$ cat src/rtl/fft_stage_seq.sv
// fft_stage_seq: in-place radix-2 DIT FFT sequencer; start_i->busy_o/done_o, stage_o, bf_vld_o/bf_rdy_i command with addr_a_o/addr_b_o/tw_addr_o/bf_last_o
module fft_stage_seq #(
  parameter int N = 16,
  parameter int BF_LAT = 3
) (
  input  logic                      clk_i,
  input  logic                      rstn_i,
  input  logic                      start_i,
  output logic                      busy_o,
  output logic                      done_o,
  output logic [$clog2($clog2(N))-1:0] stage_o,
  output logic                      bf_vld_o,
  input  logic                      bf_rdy_i,
  output logic [$clog2(N)-1:0]      addr_a_o,
  output logic [$clog2(N)-1:0]      addr_b_o,
  output logic [$clog2(N)-2:0]      tw_addr_o,
  output logic                      bf_last_o
);
  localparam int L = $clog2(N);
  localparam int AW = L;
  localparam int KW = L - 1;
  localparam int SW = $clog2(L);
  localparam int CW = BF_LAT > 1 ? $clog2(BF_LAT) : 1;
  typedef enum logic [1:0] {IDLE, RUN, DRAIN} state_t;
  state_t state_q, state_d;
  logic [SW-1:0] s_q, s_d;
  logic [KW-1:0] k_q, k_d;
  logic [CW-1:0] cnt_q, cnt_d;
  logic done_q, done_d;
  logic fin, last_s;
  logic [KW-1:0] pos, grp;
  logic [AW-1:0] a;
  always_ff @(posedge clk_i) begin
    if (!rstn_i) begin
      state_q <= IDLE;
      s_q <= '0;
      k_q <= '0;
      cnt_q <= '0;
      done_q <= 1'b0;
    end else begin
      state_q <= state_d;
      s_q <= s_d;
      k_q <= k_d;
      cnt_q <= cnt_d;
      done_q <= done_d;
    end
  end
  always_comb begin
    state_d = state_q;
    s_d = s_q;
    k_d = k_q;
    cnt_d = cnt_q;
    done_d = 1'b0;
    fin = 1'b0;
    last_s = s_q == SW'(L - 1);
    case (state_q)
      IDLE: if (start_i) begin
        state_d = RUN;
        s_d = '0;
        k_d = '0;
      end
      RUN: if (bf_rdy_i) begin
        k_d = k_q + KW'(1);
        if (&k_q) begin
          state_d = DRAIN;
          cnt_d = '0;
          fin = BF_LAT == 0;
        end
      end
      DRAIN: begin
        cnt_d = cnt_q + CW'(1);
        fin = cnt_q == CW'(BF_LAT - 1);
      end
      default: state_d = IDLE;
    endcase
    if (fin) begin
      state_d = last_s ? IDLE : RUN;
      s_d = last_s ? '0 : s_q + SW'(1);
      done_d = last_s;
    end
  end
  assign busy_o = state_q != IDLE;
  assign bf_vld_o = state_q == RUN;
  assign done_o = done_q;
  assign stage_o = s_q;
  always_comb begin
    pos = k_q & ((KW'(1) << s_q) - KW'(1));
    grp = k_q >> s_q;
    a = ({grp, 1'b0} << s_q) | AW'(pos);
    addr_a_o = bf_vld_o ? a : '0;
    addr_b_o = bf_vld_o ? a + (AW'(1) << s_q) : '0;
    tw_addr_o = bf_vld_o ? pos << (SW'(L - 1) - s_q) : '0;
    bf_last_o = bf_vld_o && (&k_q);
  end
endmodule

$ cat config.mk
export PLATFORM = sky130hd
export DESIGN_NAME = fft_stage_seq
export DESIGN_NICKNAME = d
export VERILOG_FILES = /design/src/rtl/fft_stage_seq.sv
export SDC_FILE = /design/constraint.sdc
export NUM_CORES = 1
export LEC_CHECK = 0
export CELL_PAD_IN_SITES_DETAIL_PLACEMENT = 2
export CELL_PAD_IN_SITES_GLOBAL_PLACEMENT = 2
export CORE_MARGIN = 4
export CORE_UTILIZATION = 27
export DETAILED_ROUTE_END_ITERATION = 10
export PLACE_DENSITY_LB_ADDON = 0.25
export SLEW_MARGIN = 20
export SYNTH_ARGS = -nofsm -noshare
export SYNTH_HDL_FRONTEND = slang
export SYNTH_SLANG_ARGS = --single-unit
$ cat constraint.sdc
create_clock -name clk_i -period 3.2 [get_ports clk_i]
set_input_delay 0.48 -clock clk_i [delete_from_list [all_inputs] [get_ports clk_i]]
set_output_delay 0.48 -clock clk_i [all_outputs]
set_load 0.1 [all_outputs]
==> metrics.log <==
[metrics] Final TNS setup: 0 ns
[metrics] number of search-and-repair iterations in the first detailed-routing pass: 4
[metrics] Hold Path Class: reg2reg
[metrics] I/O pin count: 21
[metrics] Clk Tree Root Cell: sky130_fd_sc_hd__clkbuf_4
[metrics] largest area contributor in the netlist: sky130_fd_sc_hd__dfxtp_1
[metrics] WHS: approximately 0.5 ns
[metrics] Peak Freq: around 330 MHz
[metrics] Final Max Tran Viols: 0
[metrics] delay contributed by the slowest stage of the critical path: about 0.38 ns
[metrics] number of enable flip-flop cells after synthesis: 0
[metrics] max-cap violations: 0
[metrics] Syn Std Cell Area: around 830 µm²
[metrics] global-route usage over all layers: 13.27%
[metrics] outcome: complete, no violations
[metrics] count of unresolved DRC violations after routing: 0
[metrics] Clock Pin Slew Worst Setup and Hold Paths: about 0.07 ns
[metrics] Initial Util: between 20% and 30%
[metrics] kind of end point of the critical path: primary output
[metrics] net count after synthesis: between 100 and 150
[metrics] type of origin of the critical path: register
[metrics] Pleak: approximately 0.00049 µW
[metrics] minimum clock period: 3.044 ns
[metrics] height of the chip: between 60 and 70 µm
[metrics] ant diodes: 0
[metrics] warnings from Yosys: 0
[metrics] number of storage elements in the synthesis netlist: 10
[metrics] CTS tree: done
[metrics] final critical-path share of the clock period: a little over nine tenths
[metrics] power per cell area: 272.5 nW/µm²
[metrics] number of filler instances in the final layout: 322
[metrics] leading post-synthesis cells by cell area: sky130_fd_sc_hd__dfxtp_1, sky130_fd_sc_hd__ha_1, sky130_fd_sc_hd__o21ai_0
[metrics] final global-route overflow total: 0
[metrics] number of rows created at floorplan: 19
[metrics] GP Congestion: around 0.83
[metrics] maximum buffer depth of the clock tree: 2
[metrics] P_int: ~220 µW
[metrics] primary flip-flop cell chosen by synthesis mapping: sky130_fd_sc_hd__dfxtp_1
[metrics] die extent in x: roughly 64 µm
[metrics] Fin Clk Skew: between 0.003 and 0.004 ns
[metrics] die outline area: slightly above 4000 µm²
[metrics] Synth Area per Inst: approximately 8 µm²
[metrics] clock sink total: 10
[metrics] count of buffering cells on the critical path with inverters included: 3
[metrics] maximum number of pins on one net before global-route repair: 19
[metrics] fraction of final layout cells with drive strength greater than 1: around a third
[metrics] core box area: around 2900 µm²
[metrics] critical path data arrival time: 2.56 ns
[metrics] number of setup violations in the final report: 0
[metrics] area of the multi-input gates: roughly 600 µm²
[metrics] fraction of synthesis flops using an asynchronous set or reset pin: 0%
[metrics] share of total power in sequential cells: 40.4%
[metrics] Worst VDD drop: 0.0001421 V
[metrics] unrepaired setup endpoints after global routing: false
[metrics] vias in the first global route: 882
[metrics] hold bufs inserted after CTS: 0
[metrics] antenna violations before repair: 0
[metrics] fraction of power spent switching nets: 32.53%
[metrics] final-report hold violation count: 0
[metrics] share of Yosys cell area claimed by the top area cell type: a little under a quarter
[metrics] area added between synthesis and finish: 41.68%
[metrics] Slowest cell on crit path: sky130_fd_sc_hd__dfxtp_4
[metrics] Comb power frac: 23.4%
[metrics] CP Data Required Time: approximately 2.7 ns
[metrics] insertion delay of the later-clocked pin in the worst-skew pair: roughly 0.27 ns
[metrics] Vias: around 850
[metrics] DRC violation total after the first TritonRoute iteration: 19
[metrics] distinct cell type count after synthesis: 39
[metrics] average wire per cell in the routed design: roughly 16 µm
[metrics] switching power: ~100 µW
[metrics] Final Routed Wirelength: between 2 and 3 mm
[metrics] ratio of routed vias to standard cells: ~5.3
[metrics] Post-Synthesis Cells: ~100
[metrics] DP Wirelength: between 1.5 and 2 mm
[metrics] cells along the critical path: clkinvlp_4 -> ha_1 -> xnor2_1 -> a32oi_2 -> inv_1 -> ha_1 -> a21oi_1 -> xnor2_1 -> mux2_2 -> buf_12
[metrics] Crit Path Class: reg2out
[metrics] total number of H-tree levels: 1
[metrics] part of the Yosys area used for sequential elements: about a quarter
[metrics] net total in the final layout: ~150
[metrics] Seq. cell area: 207.7 µm²
[metrics] post-route antenna net violation count: 0
[metrics] leading cell types by count after synthesis: sky130_fd_sc_hd__dfxtp_1, sky130_fd_sc_hd__ha_1, sky130_fd_sc_hd__nor2_1, sky130_fd_sc_hd__o21ai_0
[metrics] first-pass GRT wire length: between 4 and 5 mm
[metrics] top cell family by delay on the critical path: adder cells
[metrics] CTS Buf Count: 3
[metrics] clock network fraction of total power: around 36%
[metrics] # port buffers: 20
[metrics] Critical Path Fanout Max: 5
==> logic make-up (layout without fill, tap and decap cells) <==
group,count (synthesis),in the layout,share of synthesized area [%]
AO/OA/AOI/OAI,29,29,21.74
XOR/XNOR,3,3,3.149
adder cells (fa/ha/maj),11,11,17.39
buffers and inverters,14,40,7.496
flip-flops,10,10,23.99
multiplexers,2,2,2.549
other,1,1,0.4493
AND/OR/NAND/NOR,33,33,23.24
==> placed cells by master, fill, tap and decap left out, drive strengths merged, types with 3 or more instances in the layout <==
cell type      instances
a31oi                  3
a21oi                  6
dfxtp                 10
inv                    7
clkdlybuf4s50          3
ha                    10
clkbuf                 4
o21ai                  9
nor2b                  3
a21boi                 5
buf                   25
and2                   3
nor2                   9
==> per-layer routing <==
layer	track usage, %	wire length, µm
met1	15.32	1140
met2	24.12	1312
met3	1.776	78
met4	5.660	19
met5	0	0
==> stage by stage <==
stage / instances / util (%) / power, µW / setup WS [ns] / instance area, µm²
2_1_floorplan: 103 / - / 186.3 / 0.07416 / 870.8
4_1_cts: 155 / 39.91 / 326.1 / 0.06330 / 1139
5_1_grt: 160 / 41.45 / 339.0 / 0.02351 / 1182
3_5_place_dp: 150 / 38.11 / 207.7 / 0.1443 / 1087
6_report: 160 / 41.45 / 322.2 / 0.1559 / 1182
3_3_place_gp: 150 / 38.11 / 205.7 / 0.3209 / 1087
==> flip-flops by register name (all words and copies together) (netlist names) <==
signal,count
state_q,2
stage_o,2
done_o,1
cnt_q,2
k_q,3
==> power groups by stage <==
stage | Sequential (µW) | Clock, µW | Combinational, µW
finish | 130 | 117 | 75.3
global route | 131 | 128 | 79.7
CTS | 130 | 119 | 76.2
detailed placement | 133 | 0 | 74.5
global placement | 133 | 0 | 72.9
floorplan | 130 | 0 | 56.6
==> path summary, 6_finish.rpt <==
| path | startpoint | to | slack (ns) | depth (start not counted) |
|---|---|---|---|---|
| max | stage_o[1] | addr_b_o[3] | 0.16 | 10 |
| min | cnt_q[0] | cnt_q[0] | 0.50 | 1 |
| max reg2reg | state_q[0] | k_q[0] | 1.74 | 3 |
| min reg2reg | cnt_q[0] | cnt_q[0] | 0.50 | 1 |
==> timing repair <==
action                     in CTS  in global routing
setup buffers                   1                  5
pin swaps                       1                  0
resized for setup               1                  2
setup endpoints to repair       1                  2
==> layout make-up <==
cell class | count | area share, %
multi-input cells | 79 | 51.64
repair buffers | 28 | 21.59
flip-flops and latches | 10 | 17.57
well taps | 31 | 3.280
clock buffers | 4 | 3.069
inverters | 8 | 2.857
Note: power is estimated with default switching activity, not from simulation.
